===== src/rtl/nabp_angle_feeder_pkg.sv =====
// Shared constants, state encoding and latency helper for the angle feeder
// and the swap-control side that must agree with its read timing.
package nabp_angle_feeder_pkg;

    localparam int kDefAngleLength = 8;
    localparam int kDefSLength     = 9;
    localparam int kDefIdxLength   = 8;
    localparam int kDefDataLength  = 16;
    localparam int kDefNoOfAngles  = 180;
    localparam int kDefAngleStep   = 1;
    localparam int kDefMemLatency  = 2;

    typedef enum logic [1:0] {
        IDLE  = 2'd0,
        OFFER = 2'd1,
        ACK   = 2'd2,
        LAST  = 2'd3
    } feeder_state_e;

    // s -> sample latency: address register, memory, output register.
    function automatic int feeder_read_latency(input int mem_latency);
        return mem_latency + 2;
    endfunction

endpackage


===== src/rtl/nabp_angle_feeder_if.sv =====
// Angle handshake and sample-read bundle between the feeder (master) and the
// filtered RAM swap control / filling swappable (slave).
interface nabp_angle_feeder_if #(
    parameter int kAngleLength = nabp_angle_feeder_pkg::kDefAngleLength,
    parameter int kSLength     = nabp_angle_feeder_pkg::kDefSLength,
    parameter int kDataLength  = nabp_angle_feeder_pkg::kDefDataLength
);

    logic                    hs_next_angle;
    logic [kAngleLength-1:0] hs_angle;
    logic                    hs_has_next_angle;
    logic                    hs_next_angle_ack;
    logic [kSLength-1:0]     hs_s_val;
    logic [kDataLength-1:0]  hs_val;

    modport master (
        input  hs_next_angle,
        input  hs_s_val,
        output hs_angle,
        output hs_has_next_angle,
        output hs_next_angle_ack,
        output hs_val
    );

    modport slave (
        output hs_next_angle,
        output hs_s_val,
        input  hs_angle,
        input  hs_has_next_angle,
        input  hs_next_angle_ack,
        input  hs_val
    );

endinterface


===== src/rtl/nabp_fixed_delay_line.sv =====
// Fixed-depth register pipe with async reset; depth 0 degenerates to a wire.
module nabp_fixed_delay_line #(
    parameter int kWidth = 16,
    parameter int kDepth = 1
) (
    input  logic              clk,
    input  logic              reset,
    input  logic [kWidth-1:0] din,
    output logic [kWidth-1:0] dout
);

    generate
        if (kDepth == 0) begin : g_wire
            assign dout = din;
        end else begin : g_pipe
            logic [kDepth-1:0][kWidth-1:0] stage_reg;

            always_ff @(posedge clk or posedge reset) begin
                if (reset) begin
                    stage_reg <= '0;
                end else begin
                    stage_reg[0] <= din;
                    for (int i = 1; i < kDepth; i++) begin
                        stage_reg[i] <= stage_reg[i-1];
                    end
                end
            end

            assign dout = stage_reg[kDepth-1];
        end
    endgenerate

endmodule


===== src/rtl/nabp_angle_feeder.sv =====
// Answers next-angle requests from the swap control and serves the filling
// swappable's sample reads from the sinogram memory at a fixed latency.
module nabp_angle_feeder
    import nabp_angle_feeder_pkg::*;
#(
    parameter int kAngleLength = kDefAngleLength,
    parameter int kSLength     = kDefSLength,
    parameter int kIdxLength   = kDefIdxLength,
    parameter int kDataLength  = kDefDataLength,
    parameter int kNoOfAngles  = kDefNoOfAngles,
    parameter int kAngleStep   = kDefAngleStep,
    parameter int kMemLatency  = kDefMemLatency
) (
    input  logic                           clk,
    input  logic                           reset,
    input  logic                           start,
    output logic                           busy,
    output logic                           done,
    nabp_angle_feeder_if.master            hs,
    output logic [kIdxLength+kSLength-1:0] mem_addr,
    output logic                           mem_rd,
    input  logic [kDataLength-1:0]         mem_data
);

    localparam logic [kIdxLength-1:0]   kLastIdx  = kIdxLength'(kNoOfAngles - 1);
    localparam logic [kAngleLength-1:0] kStep     = kAngleLength'(kAngleStep);
    localparam int kReadLatency   = feeder_read_latency(kMemLatency);
    // The address register supplies one cycle of the total read latency.
    localparam int kDataPipeDepth = kReadLatency - kMemLatency - 1;

    feeder_state_e           state_reg, state_next;
    logic [kIdxLength-1:0]   idx_reg, idx_next;
    logic [kIdxLength-1:0]   fill_idx_reg, fill_idx_next;
    logic [kAngleLength-1:0] angle_reg, angle_next;
    logic                    has_next_reg, has_next_next;
    logic                    ack_reg, ack_next;
    logic                    busy_reg, busy_next;
    logic                    done_reg, done_next;

    logic [kIdxLength+kSLength-1:0] mem_addr_reg;
    logic                           mem_rd_reg;

    always_ff @(posedge clk or posedge reset) begin
        if (reset) begin
            state_reg    <= IDLE;
            idx_reg      <= '0;
            fill_idx_reg <= '0;
            angle_reg    <= '0;
            has_next_reg <= 1'b0;
            ack_reg      <= 1'b0;
            busy_reg     <= 1'b0;
            done_reg     <= 1'b0;
        end else begin
            state_reg    <= state_next;
            idx_reg      <= idx_next;
            fill_idx_reg <= fill_idx_next;
            angle_reg    <= angle_next;
            has_next_reg <= has_next_next;
            ack_reg      <= ack_next;
            busy_reg     <= busy_next;
            done_reg     <= done_next;
        end
    end

    always_comb begin
        state_next    = state_reg;
        idx_next      = idx_reg;
        fill_idx_next = fill_idx_reg;
        angle_next    = angle_reg;
        has_next_next = has_next_reg;
        busy_next     = busy_reg;
        ack_next      = 1'b0;
        done_next     = 1'b0;

        case (state_reg)
            IDLE: begin
                if (start) begin
                    state_next    = OFFER;
                    idx_next      = '0;
                    angle_next    = '0;
                    has_next_next = 1'b1;
                    busy_next     = 1'b1;
                end
            end
            OFFER: begin
                if (hs.hs_next_angle) begin
                    ack_next   = 1'b1;
                    state_next = ACK;
                end
            end
            ACK: begin
                // Angle is held through this cycle; the swap control samples it now.
                fill_idx_next = idx_reg;
                idx_next      = idx_reg + 1'b1;
                angle_next    = angle_reg + kStep;
                if (idx_reg == kLastIdx) begin
                    has_next_next = 1'b0;
                    state_next    = LAST;
                end else begin
                    state_next = OFFER;
                end
            end
            LAST: begin
                busy_next  = 1'b0;
                done_next  = 1'b1;
                state_next = IDLE;
            end
            default: begin
                state_next = IDLE;
            end
        endcase
    end

    // Read path runs every cycle so the swappable sees a constant latency.
    always_ff @(posedge clk or posedge reset) begin
        if (reset) begin
            mem_addr_reg <= '0;
            mem_rd_reg   <= 1'b0;
        end else begin
            mem_addr_reg <= {fill_idx_reg, hs.hs_s_val};
            mem_rd_reg   <= busy_reg | (state_reg == LAST);
        end
    end

    nabp_fixed_delay_line #(
        .kWidth (kDataLength),
        .kDepth (kDataPipeDepth)
    ) u_data_pipe (
        .clk   (clk),
        .reset (reset),
        .din   (mem_data),
        .dout  (hs.hs_val)
    );

    assign busy                 = busy_reg;
    assign done                 = done_reg;
    assign hs.hs_angle          = angle_reg;
    assign hs.hs_has_next_angle = has_next_reg;
    assign hs.hs_next_angle_ack = ack_reg;
    assign mem_addr             = mem_addr_reg;
    assign mem_rd               = mem_rd_reg;

endmodule


===== src/flat_wrapper.sv =====
// flat-port wrapper written by rule: the top's interface ports become plain ports
module nabp_angle_feeder_flat import nabp_angle_feeder_pkg::*;
#(
    parameter int kAngleLength = kDefAngleLength,
    parameter int kSLength     = kDefSLength,
    parameter int kIdxLength   = kDefIdxLength,
    parameter int kDataLength  = kDefDataLength,
    parameter int kNoOfAngles  = kDefNoOfAngles,
    parameter int kAngleStep   = kDefAngleStep,
    parameter int kMemLatency  = kDefMemLatency
)
  (clk, reset, start, busy, done, mem_addr, mem_rd, mem_data, hs_hs_next_angle, hs_hs_s_val, hs_hs_angle, hs_hs_has_next_angle, hs_hs_next_angle_ack, hs_hs_val);
  nabp_angle_feeder_if #(.kAngleLength(kAngleLength), .kSLength(kSLength), .kDataLength(kDataLength)) hs_i ();
  input  logic clk;
  input  logic reset;
  input  logic start;
  output logic busy;
  output logic done;
  output logic [kIdxLength+kSLength-1:0] mem_addr;
  output logic mem_rd;
  input  logic [kDataLength-1:0] mem_data;
  input wire logic [$bits(hs_i.hs_next_angle)-1:0] hs_hs_next_angle;
  input wire logic [$bits(hs_i.hs_s_val)-1:0] hs_hs_s_val;
  output wire logic [$bits(hs_i.hs_angle)-1:0] hs_hs_angle;
  output wire logic [$bits(hs_i.hs_has_next_angle)-1:0] hs_hs_has_next_angle;
  output wire logic [$bits(hs_i.hs_next_angle_ack)-1:0] hs_hs_next_angle_ack;
  output wire logic [$bits(hs_i.hs_val)-1:0] hs_hs_val;
  assign hs_i.hs_next_angle = hs_hs_next_angle;
  assign hs_i.hs_s_val = hs_hs_s_val;
  assign hs_hs_angle = hs_i.hs_angle;
  assign hs_hs_has_next_angle = hs_i.hs_has_next_angle;
  assign hs_hs_next_angle_ack = hs_i.hs_next_angle_ack;
  assign hs_hs_val = hs_i.hs_val;
  nabp_angle_feeder #(.kAngleLength(kAngleLength), .kSLength(kSLength), .kIdxLength(kIdxLength), .kDataLength(kDataLength), .kNoOfAngles(kNoOfAngles), .kAngleStep(kAngleStep), .kMemLatency(kMemLatency)) u_core (.clk(clk), .reset(reset), .start(start), .busy(busy), .done(done), .hs(hs_i), .mem_addr(mem_addr), .mem_rd(mem_rd), .mem_data(mem_data));
endmodule

===== config.mk =====
export PLATFORM = sky130hd
export DESIGN_NAME = nabp_angle_feeder_flat
export DESIGN_NICKNAME = d
export VERILOG_FILES = /design/src/rtl/nabp_angle_feeder_pkg.sv /design/src/rtl/nabp_angle_feeder_if.sv /design/src/rtl/nabp_fixed_delay_line.sv /design/src/rtl/nabp_angle_feeder.sv /design/src/flat_wrapper.sv
export SDC_FILE = /design/constraint.sdc
export NUM_CORES = 1
export LEC_CHECK = 0
export BUFFER_PORTS_ARGS = -buffer_cell sky130_fd_sc_hd__buf_2
export CORE_MARGIN = 2
export CORE_UTILIZATION = 45
export CTS_BUF_LIST = sky130_fd_sc_hd__clkbuf_2 sky130_fd_sc_hd__clkbuf_4 sky130_fd_sc_hd__clkbuf_8
export DETAILED_ROUTE_END_ITERATION = 16
export PLACE_DENSITY_LB_ADDON = 0.15
export SYNTH_ARGS = -nofsm -noshare
export SYNTH_HDL_FRONTEND = slang
export SYNTH_SLANG_ARGS = --single-unit

===== constraint.sdc =====
create_clock -name clk -period 2.45 [get_ports clk]
set_clock_uncertainty 0.15 [all_clocks]
set_input_delay 0.245 -clock clk [delete_from_list [all_inputs] [get_ports clk]]
set_output_delay 0.245 -clock clk [all_outputs]
set_load 0.01 [all_outputs]

==> flow_summary.ini, run 1 <==
[drt]
drt-met1-wl_um = 1998
routed_via_density = 4.866
met2_wirelength_um = 2193
drc = 0
dr_total_vias = 1669
routed.top_layer = met4
post_drt_antenna_nets = 0
routed_wire_per_std_cell_um = 13.31
routed_wl_um = 4567
routed-wl-met3_um = 273
drt_pre_antenna_iters = 4
first_iter_violations = 110

[synth]
synth.net_count = 203
yosys_most_used_dff = sky130_fd_sc_hd__dfrtp_1
netlist.area_leader.share_pct = 73.27
synth.cell_area_um2 = 2186
synth-edff-count = 0
syn-instance-count = 171
synth_cell_types = 28
synthesis.yosys.warnings = 0
syn-mean-instance-area_um2 = 12.78
async_flop_share_pct = 100.0
synth.area.top_cells = sky130_fd_sc_hd__dfrtp_1 73%, sky130_fd_sc_hd__nand2_1 5.5%, sky130_fd_sc_hd__o21ai_0 2.1%
synthesized_flop_and_latch_total = 64
synth_sequential_area_ratio_pct = 73.27
leading_area_contributor_after_synthesis = sky130_fd_sc_hd__dfrtp_1

[timing]
max-slew-margin-rel_pct = 50.43
worst_pin_slew_ns = 0.7425
fmax_mhz = 507.2
finalHoldViolCount = 0
fin_setup_tns_ns = 0
final-setup-viol-count = 0
post-route-period-util_pct = 80.47
finalMaxSlewViolations = 0
unrepaired_setup_endpoints_after_global_routing = false
period_minus_slack_ns = 1.972

[setup_path]
critPathLaunchType = flip-flop
critPathCaptureType = flip-flop
critical_path_peak_fanout = 7
worst_ep_arrival_time_ns = 2.05
worst-endpoint-required_ns = 2.53
startpoint_to_endpoint_class_of_the_critical_path = reg2reg

[worst_hold_path]
worstHoldPathType = in2reg

[die]
die_span_in_y_um = 73.70
row_count = 25
fp.dieW_um = 73.70
pin_count = 75
core-area_um2 = 4692
initial_core_util_pct = 46.59
die_area_um2 = 5431

[clock_tree]
hold_buffers = 27
cts.repair_timing.setup_buffer_count = 0
cts_tree = built
ctsRootBufferMaster = sky130_fd_sc_hd__clkbuf_8
clock_latency_ns = 0.33
cts.path.max_buffers = 2
clk_pin_slew_worst_paths_ns = 0.07
cts_htree_levels = 3
cts_inserted_buffers = 9
tritoncts_num_sinks = 64
post_cts_resize_count = 0

[placed_design]
dp.final_hpwl_um = 2835
place.port_buffers = 74
gpl.final_weighted_congestion = 0.7189

[global_route]
grt_start_max_net_pins = 38
antenna_violations_before_repair = 0
grt_pass1_wl_um = 7238
globalRoute.totalOverflow = 0
gr-usage-all-layers_pct = 18.19
first_global_vias = 1604

[power]
peak_ir_drop_on_the_vdd_network_mv = 0.5430
total_leakage_power_nw = 1.619
total_power_mw = 2.972
power_density_nw_per_um2 = 927.6

[final_layout]
fillCellCount = 354
fin_nets = 316
antenna_cells = 0
final_layout_size_suffix_gt1_share_pct = 34.26
largest_register_ff_count = 17
flow.area_growth_from_synthesis_pct = 46.59
register_area_um2 = 1602
multi_input_combinational_cell_area_um2 = 538.0

[status]
run_status = finished clean

[run]
count_of_max_cap_constraint_violations = 0
cells by family after synthesis:
| group | count (synthesis) | share of synthesized area [%] |
|---|---|---|
| mux | 2 | 0.9731 |
| xor+xnor | 1 | 0.4008 |
| compound gates | 27 | 7.670 |
| simple gates | 62 | 13.85 |
| buf+inv | 12 | 2.118 |
| fa+ha+maj | 3 | 1.717 |
| flops | 64 | 73.27 |
cells in the mapped netlist (3+ instances only):
| library cell | n |
|---|---|
| sky130_fd_sc_hd__a21oi_1 | 6 |
| sky130_fd_sc_hd__a22o_1 | 3 |
| sky130_fd_sc_hd__clkbuf_1 | 4 |
| sky130_fd_sc_hd__dfrtp_1 | 64 |
| sky130_fd_sc_hd__ha_1 | 3 |
| sky130_fd_sc_hd__inv_1 | 7 |
| sky130_fd_sc_hd__nand2_1 | 32 |
| sky130_fd_sc_hd__nand2b_1 | 4 |
| sky130_fd_sc_hd__nand3_1 | 8 |
| sky130_fd_sc_hd__nor2_1 | 3 |
| sky130_fd_sc_hd__o211ai_1 | 3 |
| sky130_fd_sc_hd__o21ai_0 | 9 |
| sky130_fd_sc_hd__or4_1 | 6 |
cell type report:
| type | instances | area share (%) |
|---|---|---|
| clock inverter | 5 | 3.983 |
| timing repair buffer | 107 | 21.79 |
| sequential | 64 | 49.98 |
| clock buffer | 11 | 4.529 |
| multi-input combinational | 95 | 16.79 |
| inverter | 7 | 0.8200 |
| tap | 54 | 2.109 |
power breakdown:
group          internal (mW)  total, mW  switching (mW)
Combinational          0.215      0.471           0.256
Sequential              1.19       1.29           0.106
Clock                  0.818       1.21           0.389
Total                   2.22       2.97           0.751
path summary, 6_finish.rpt:
kind                                         from  cells after the start                           to  slack [ns]
hold reg to reg            u_core.fill_idx_reg[1]                      0          u_core.mem_addr[10]        0.22
setup reg to reg                u_core.idx_reg[0]                      4  u_core.hs.hs_has_next_angle        0.48
hold / removal                              start                      4          u_core.state_reg[0]        0.20
setup / recovery                u_core.idx_reg[0]                      4  u_core.hs.hs_has_next_angle        0.48
min in group asynchronous                   reset                      3           u_core.mem_addr[1]        0.45
max in group asynchronous                   reset                      4          u_core.state_reg[1]        1.09
worst max-delay path, stage by stage (launching register included):
cell and delay, ns:
sky130_fd_sc_hd__dfrtp_1 0.46, sky130_fd_sc_hd__ha_1 0.20, sky130_fd_sc_hd__or4b_1 0.42, sky130_fd_sc_hd__or4_1 0.45
sky130_fd_sc_hd__a21o_1 0.20
metrics by stage:
stage               std cells  hold slack (ns)  setup WS [ns]  utilization (%)  cell area [um^2]
floorplan                 171           0.1264         0.4569                -              2186
global placement          300           0.2024         0.5281            56.72              2661
detailed placement        300           0.2043         0.4811            56.72              2661
CTS                       343           0.1940         0.4746            68.29              3204
global route              343           0.2331         0.3782            68.29              3204
finish                    343           0.2037         0.4785            68.29              3204
placed cells by master, fill, tap and decap left out:
master,instances
sky130_fd_sc_hd__nand2_1,32
sky130_fd_sc_hd__mux2i_1,1
sky130_fd_sc_hd__a21oi_1,6
sky130_fd_sc_hd__nand3_1,8
sky130_fd_sc_hd__clkinvlp_4,1
sky130_fd_sc_hd__nor3_1,1
sky130_fd_sc_hd__nor3b_1,1
sky130_fd_sc_hd__ha_1,3
sky130_fd_sc_hd__a22o_1,3
sky130_fd_sc_hd__nand4_1,2
sky130_fd_sc_hd__buf_4,5
sky130_fd_sc_hd__clkbuf_4,1
sky130_fd_sc_hd__inv_1,6
sky130_fd_sc_hd__o31ai_1,2
sky130_fd_sc_hd__nor2_1,3
sky130_fd_sc_hd__a21o_1,2
sky130_fd_sc_hd__o211ai_1,3
sky130_fd_sc_hd__buf_12,1
sky130_fd_sc_hd__nor2b_1,1
sky130_fd_sc_hd__or3_2,1
sky130_fd_sc_hd__inv_2,1
sky130_fd_sc_hd__nand2b_1,4
sky130_fd_sc_hd__bufinv_16,4
sky130_fd_sc_hd__o21bai_1,1
sky130_fd_sc_hd__clkbuf_8,10
sky130_fd_sc_hd__or4b_1,1
sky130_fd_sc_hd__buf_2,74
sky130_fd_sc_hd__o21ai_0,9
sky130_fd_sc_hd__o22ai_1,1
sky130_fd_sc_hd__or4_1,6
sky130_fd_sc_hd__dfrtp_1,64
sky130_fd_sc_hd__dlygate4sd3_1,27
sky130_fd_sc_hd__xor2_1,1
sky130_fd_sc_hd__or3_1,2
sky130_fd_sc_hd__mux2_2,1
routing by layer:
| metal | vias to the layer above | track usage, % |
|---|---|---|
| li1 | 808 | - |
| met3 | 8 | 4.664 |
| met4 | 0 | 11.52 |
| met2 | 58 | 28.47 |
| met5 | - | 0 |
| met1 | 795 | 22.39 |
(Power assumes the default switching activity.)
==> inputs of run 2 (changes only) <==
Clock period 2.45 ns to 1.6 ns, I/O delays scaled along.
==> run 2 against run 1 <==
Critical path depth did not move. Critical endpoint unchanged. Sequential power grew 49%. Hold slack worse by 0.081 ns. Via count increased by 4.1%. Utilization rose by 3.1 points. Sequential share of layout area fell by 2.2 points. The run now ends with negative setup slack left. Global-route usage up 1.7 points. Cell area grew 4.6%.
==> flow_summary.ini, run 2 (same netlist as run 1, synthesis figures left out) <==
[status]
run_status = finished, violations left
violations = negative setup slack

[setup_path]
worst-endpoint-required_ns = 1.67
startpoint_to_endpoint_class_of_the_critical_path = reg2reg
critPathCaptureType = flip-flop
worst_setup_path_endpoint = u_core.hs.hs_has_next_angle
setup.reg_to_reg.worst_slack_ns = -0.24
worstReg2RegStart = u_core.idx_reg[0]
r2r.worst_path.cells = 4
startpoint = u_core.idx_reg[0]
worst_ep_arrival_time_ns = 1.91
critPathLaunchType = flip-flop
critical_path_peak_fanout = 2
regToRegEndpoint = u_core.hs.hs_has_next_angle

[drt]
routed_wl_um = 4866
dr_total_vias = 1737
first_iter_violations = 109
routed_via_density = 4.812
drc = 0
drt_pre_antenna_iters = 4
post_drt_antenna_nets = 0
routed_wire_per_std_cell_um = 13.48

[final_layout]
finalInstanceArea_um2 = 3352
fin_nets = 336
final_core_util_pct = 71.44
register_area_um2 = 1602
antenna_cells = 0
final_layout_size_suffix_gt1_share_pct = 42.35
flow.area_growth_from_synthesis_pct = 53.35
fillCellCount = 334
most_frequent_standard_cell_in_the_layout_excluding_fill_and_tap_cells = sky130_fd_sc_hd__buf_2
largest_register_ff_count = 17
most-common-layout-cells = 74 x sky130_fd_sc_hd__buf_2, 64 x sky130_fd_sc_hd__dfrtp_1, 32 x sky130_fd_sc_hd__nand2_1
multi_input_combinational_cell_area_um2 = 596.8

[placed_design]
place.port_buffers = 74
gpl.final_weighted_congestion = 0.7713
dp.final_hpwl_um = 3087
dpl_cell_area_um2 = 2783

[global_route]
antenna_violations_before_repair = 0
grt_pass1_wl_um = 8010
first_global_vias = 1766
globalRoute.totalOverflow = 0
gr-usage-all-layers_pct = 19.85
grt_start_max_net_pins = 25

[timing]
max-slew-margin-rel_pct = 64.60
worst_pin_slew_ns = 0.5299
timing.final.ws_setup_ns = -0.2383
final-setup-viol-count = 2
fin_setup_tns_ns = -0.3744
finalMaxSlewViolations = 0
period_minus_slack_ns = 1.838
unrepaired_setup_endpoints_after_global_routing = true
post-route-period-util_pct = 114.9
fmax_mhz = 544.0
finalHoldViolCount = 0

[run]
count_of_max_cap_constraint_violations = 0

[power]
total_leakage_power_nw = 1.697
power_density_nw_per_um2 = 1267
total_power_mw = 4.247
peak_ir_drop_on_the_vdd_network_mv = 0.8362

[clock_tree]
cts_htree_levels = 3
tritoncts_num_sinks = 64
cts_tree = built
ctsRootBufferMaster = sky130_fd_sc_hd__clkbuf_8
cts.path.max_buffers = 2
clk_pin_slew_worst_paths_ns = 0.06
cts_inserted_buffers = 9
clock_latency_ns = 0.32

[die]
core-area_um2 = 4692
row_count = 25
die_area_um2 = 5431
fp.dieW_um = 73.70
initial_core_util_pct = 46.59
die_span_in_y_um = 73.70
pin_count = 75

[worst_hold_path]
worstHoldPathType = in2reg
==> run 2: cell types whose count changed in the layout (fill, tap and decap cells not counted), sizes merged <==
cell	change
clkbuf	+3
buf	+19
bufinv	-4
inv	-1
clkdlybuf4s15	+1
==> run 2: critical path, cell delays in order, from the launching register on <==
cell and delay [ns]:
sky130_fd_sc_hd__dfrtp_1 0.35, sky130_fd_sc_hd__ha_2 0.19, sky130_fd_sc_hd__or4b_4 0.45, sky130_fd_sc_hd__or4_4 0.43
sky130_fd_sc_hd__a21o_1 0.17
==> run 2: what timing repair did <==
action	in CTS	in global routing
resized for setup	2	15
setup buffers	3	3
pin swaps	1	10
hold buffers	27	0
endpoints found under the setup margin	3	7
gates cloned	0	1
hold endpoints to repair	50	0
==> run 2: per-layer routing <==
| metal | track usage, % | vias to the layer above | routed length [um] |
|---|---|---|---|
| met2 | 33.13 | 57 | 2509 |
| li1 | - | 848 | - |
| met1 | 24.11 | 826 | 1991 |
| met5 | 0 | - | 0 |
| met3 | 3.978 | 6 | 301 |
| met4 | 10.71 | 0 | 63 |
==> run 2: stage by stage <==
stage	setup slack, ns	hold WS, ns	instances
floorplan	-0.2385	0.04143	171
global placement	-0.2076	0.08159	314
detailed placement	-0.2644	0.08328	314
CTS	-0.2457	0.09705	358
global route	-0.2970	0.1397	361
finish	-0.2383	0.1222	361
==> run 2: how the worst min path moves through the flow <==
stage,start,end,slack (ns),depth (start not counted)
5_1_grt,start,u_core.state_reg[0],0.14,4
3_5_place_dp,reset,u_core.mem_addr[7],0.08,2
2_1_floorplan,hs_hs_s_val[0],u_core.mem_addr[0],0.04,0
4_1_cts,start,u_core.state_reg[0],0.1,4
3_3_place_gp,reset,u_core.u_data_pipe.dout[12],0.08,2
6_report,start,u_core.state_reg[0],0.12,4
==> run 2: where the power goes <==
part	total, mW	internal [mW]	switching [mW]
registers	1.92	1.82	0.0993
clock network	1.23	0.707	0.524
logic	1.09	0.562	0.532
total	4.25	3.09	1.16
==> run 2: cell type report <==
class / count / area share [%]
repair buffers: 127 / 26.13
well taps: 54 / 2.016
inverters: 7 / 0.8959
flip-flops and latches: 64 / 47.78
multi-input cells: 95 / 17.81
clock buffers: 14 / 5.375
==> inputs of run 3 (changes only) <==
Settings changed: PLACE_DENSITY set to 0.87, PLACE_DENSITY_LB_ADDON 0.15 to not set.
==> run 3 against run 2 <==
The flow still finishes with violations (negative setup slack). Final cell count increased by 0.83%. Sequential power about the same. Global-route usage increased by 0.89 points. Sequential cell count unchanged. Sequential share of layout area about the same. Critical endpoint unchanged. Highest routed layer unchanged.
==> flow_summary.ini, run 3 (same netlist as run 1, synthesis figures left out) <==
[global_route]
globalRoute.totalOverflow = 0
grt_start_max_net_pins = 31
grt_pass1_wl_um = 8369
antenna_violations_before_repair = 0
first_global_vias = 1817
gr-usage-all-layers_pct = 20.73

[setup_path]
worst_path_max_delay_cell = sky130_fd_sc_hd__or4b_4
regToRegEndpoint = u_core.hs.hs_has_next_angle
r2r.worst_path.cells = 4
critical_path.cell_chain = ha_2 > or4b_4 > or4_4 > a21o_1
critPathCaptureType = flip-flop
cp_num_buf_inv = 0
worstReg2RegStart = u_core.idx_reg[0]
worst_ep_arrival_time_ns = 1.95
critPathLaunchType = flip-flop
top_delay_family_on_crit_path = simple AND/OR/NAND/NOR gates
setup.reg_to_reg.worst_slack_ns = -0.27
timing.critical_path.depth = 4
startpoint_to_endpoint_class_of_the_critical_path = reg2reg
worst-endpoint-required_ns = 1.68
cpPeakStageDelay_ns = 0.45
critical_path_peak_fanout = 2

[timing]
max-slew-margin-rel_pct = 66.94
post-route-period-util_pct = 117.1
worst_pin_slew_ns = 0.4949
finalMaxSlewViolations = 0
period_minus_slack_ns = 1.874
fmax_mhz = 533.7
unrepaired_setup_endpoints_after_global_routing = true
finalHoldViolCount = 0
timing.hold.ws_ns = 0.07110
final-setup-viol-count = 2
timing.final.ws_setup_ns = -0.2737

[final_layout]
most_frequent_standard_cell_in_the_layout_excluding_fill_and_tap_cells = sky130_fd_sc_hd__buf_2
antenna_cells = 0
largest_register_ff_count = 17
final_layout_size_suffix_gt1_share_pct = 43.55
most-common-layout-cells = 74 x sky130_fd_sc_hd__buf_2, 63 x sky130_fd_sc_hd__dfrtp_1, 32 x sky130_fd_sc_hd__nand2_1
fin_nets = 337
flow.area_growth_from_synthesis_pct = 53.52
fillCellCount = 309
register_area_um2 = 1603
final_core_util_pct = 71.52
multi_input_combinational_cell_area_um2 = 601.8

[drt]
dr_total_vias = 1817
routed_wire_per_std_cell_um = 14.67
drt_pre_antenna_iters = 4
routed_wl_um = 5340
first_iter_violations = 84
routed_via_density = 4.992
post_drt_antenna_nets = 0
drc = 0

[die]
core-area_um2 = 4692
initial_core_util_pct = 46.59
die_span_in_y_um = 73.70
die_area_um2 = 5431
row_count = 25
pin_count = 75
fp.dieW_um = 73.70

[power]
power_density_nw_per_um2 = 1310
total_leakage_power_nw = 1.701
peak_ir_drop_on_the_vdd_network_mv = 0.8781

[clock_tree]
clock_latency_ns = 0.34
clk_pin_slew_worst_paths_ns = 0.07
cts.path.max_buffers = 2
tritoncts_num_sinks = 64
ctsRootBufferMaster = sky130_fd_sc_hd__clkbuf_8
cts_tree = built
cts_inserted_buffers = 9
cts_htree_levels = 3

[worst_hold_path]
worst_hold_path_depth = 4
timing.hold.worst_endpoint = u_core.state_reg[0]
hp-start = start
worstHoldPathType = in2reg

[placed_design]
gpl.final_weighted_congestion = 0.7661
dp.final_hpwl_um = 3008
place.port_buffers = 74

[status]
run_status = finished, violations left
violations = negative setup slack

[run]
count_of_max_cap_constraint_violations = 0
-- run 3: layout make-up --
cell class	count	share of cell area, %
Sequential cell	64	47.76
Clock buffer	9	3.691
Timing Repair Buffer	128	25.84
Multi-Input combinational cell	95	17.93
Clock inverter	7	1.864
Inverter	7	0.8949
Tap cell	54	2.013
-- run 3: worst register-to-register path: cells and delay by family, from the launching register on --
family          cells  cell delay, ns
compound gates      1            0.18
fa+ha+maj           1            0.19
flops               1            0.36
simple gates        2            0.90
-- run 3: where the power goes --
| group | switching [mW] | leakage, nW | internal [mW] |
|---|---|---|---|
| Sequential | 0.119 | 0.812 | 1.82 |
| Clock | 0.603 | 0.0985 | 0.704 |
| Combinational | 0.554 | 0.790 | 0.595 |
| Total | 1.28 | 1.70 | 3.12 |
-- run 3: worst max path at each step --
| stage | startpoint | to | slack (ns) |
|---|---|---|---|
| floorplan | u_core.idx_reg[0] | u_core.hs.hs_has_next_angle | -0.24 |
| global placement | u_core.idx_reg[0] | u_core.hs.hs_has_next_angle | -0.18 |
| detailed placement | u_core.idx_reg[1] | u_core.hs.hs_has_next_angle | -0.27 |
| CTS | u_core.idx_reg[0] | u_core.hs.hs_has_next_angle | -0.28 |
| global route | u_core.idx_reg[0] | u_core.hs.hs_has_next_angle | -0.31 |
| finish | u_core.idx_reg[0] | u_core.hs.hs_has_next_angle | -0.27 |
-- run 3: metal layers --
metal | GRT usage (%) | routed length, um
met1 | 26.11 | 2256
met3 | 4.390 | 396
met5 | 0 | 0
met2 | 33.63 | 2585
met4 | 10.71 | 102
-- run 3: through the flow --
stage	instance area [um^2]	power, mW	std cells	setup TNS (ns)	worst slack, ns
6_report	3356	4.397	364	-0.5407	-0.2737
5_1_grt	3356	4.636	364	-0.6694	-0.3071
4_1_cts	3263	4.251	359	-0.5180	-0.2773
3_5_place_dp	2770	2.838	314	-0.4205	-0.2738
3_3_place_gp	2770	2.801	314	-0.2263	-0.1819
2_1_floorplan	2190	2.366	171	-0.3381	-0.2385
-- run 3: what timing repair did --
action | 4_1_cts | 5_1_grt
setup buffers | 2 | 5
hold endpoints to repair | 49 | 0
pin swaps | 0 | 4
hold buffers | 27 | 0
resized for setup | 6 | 13
setup endpoints to repair | 3 | 8
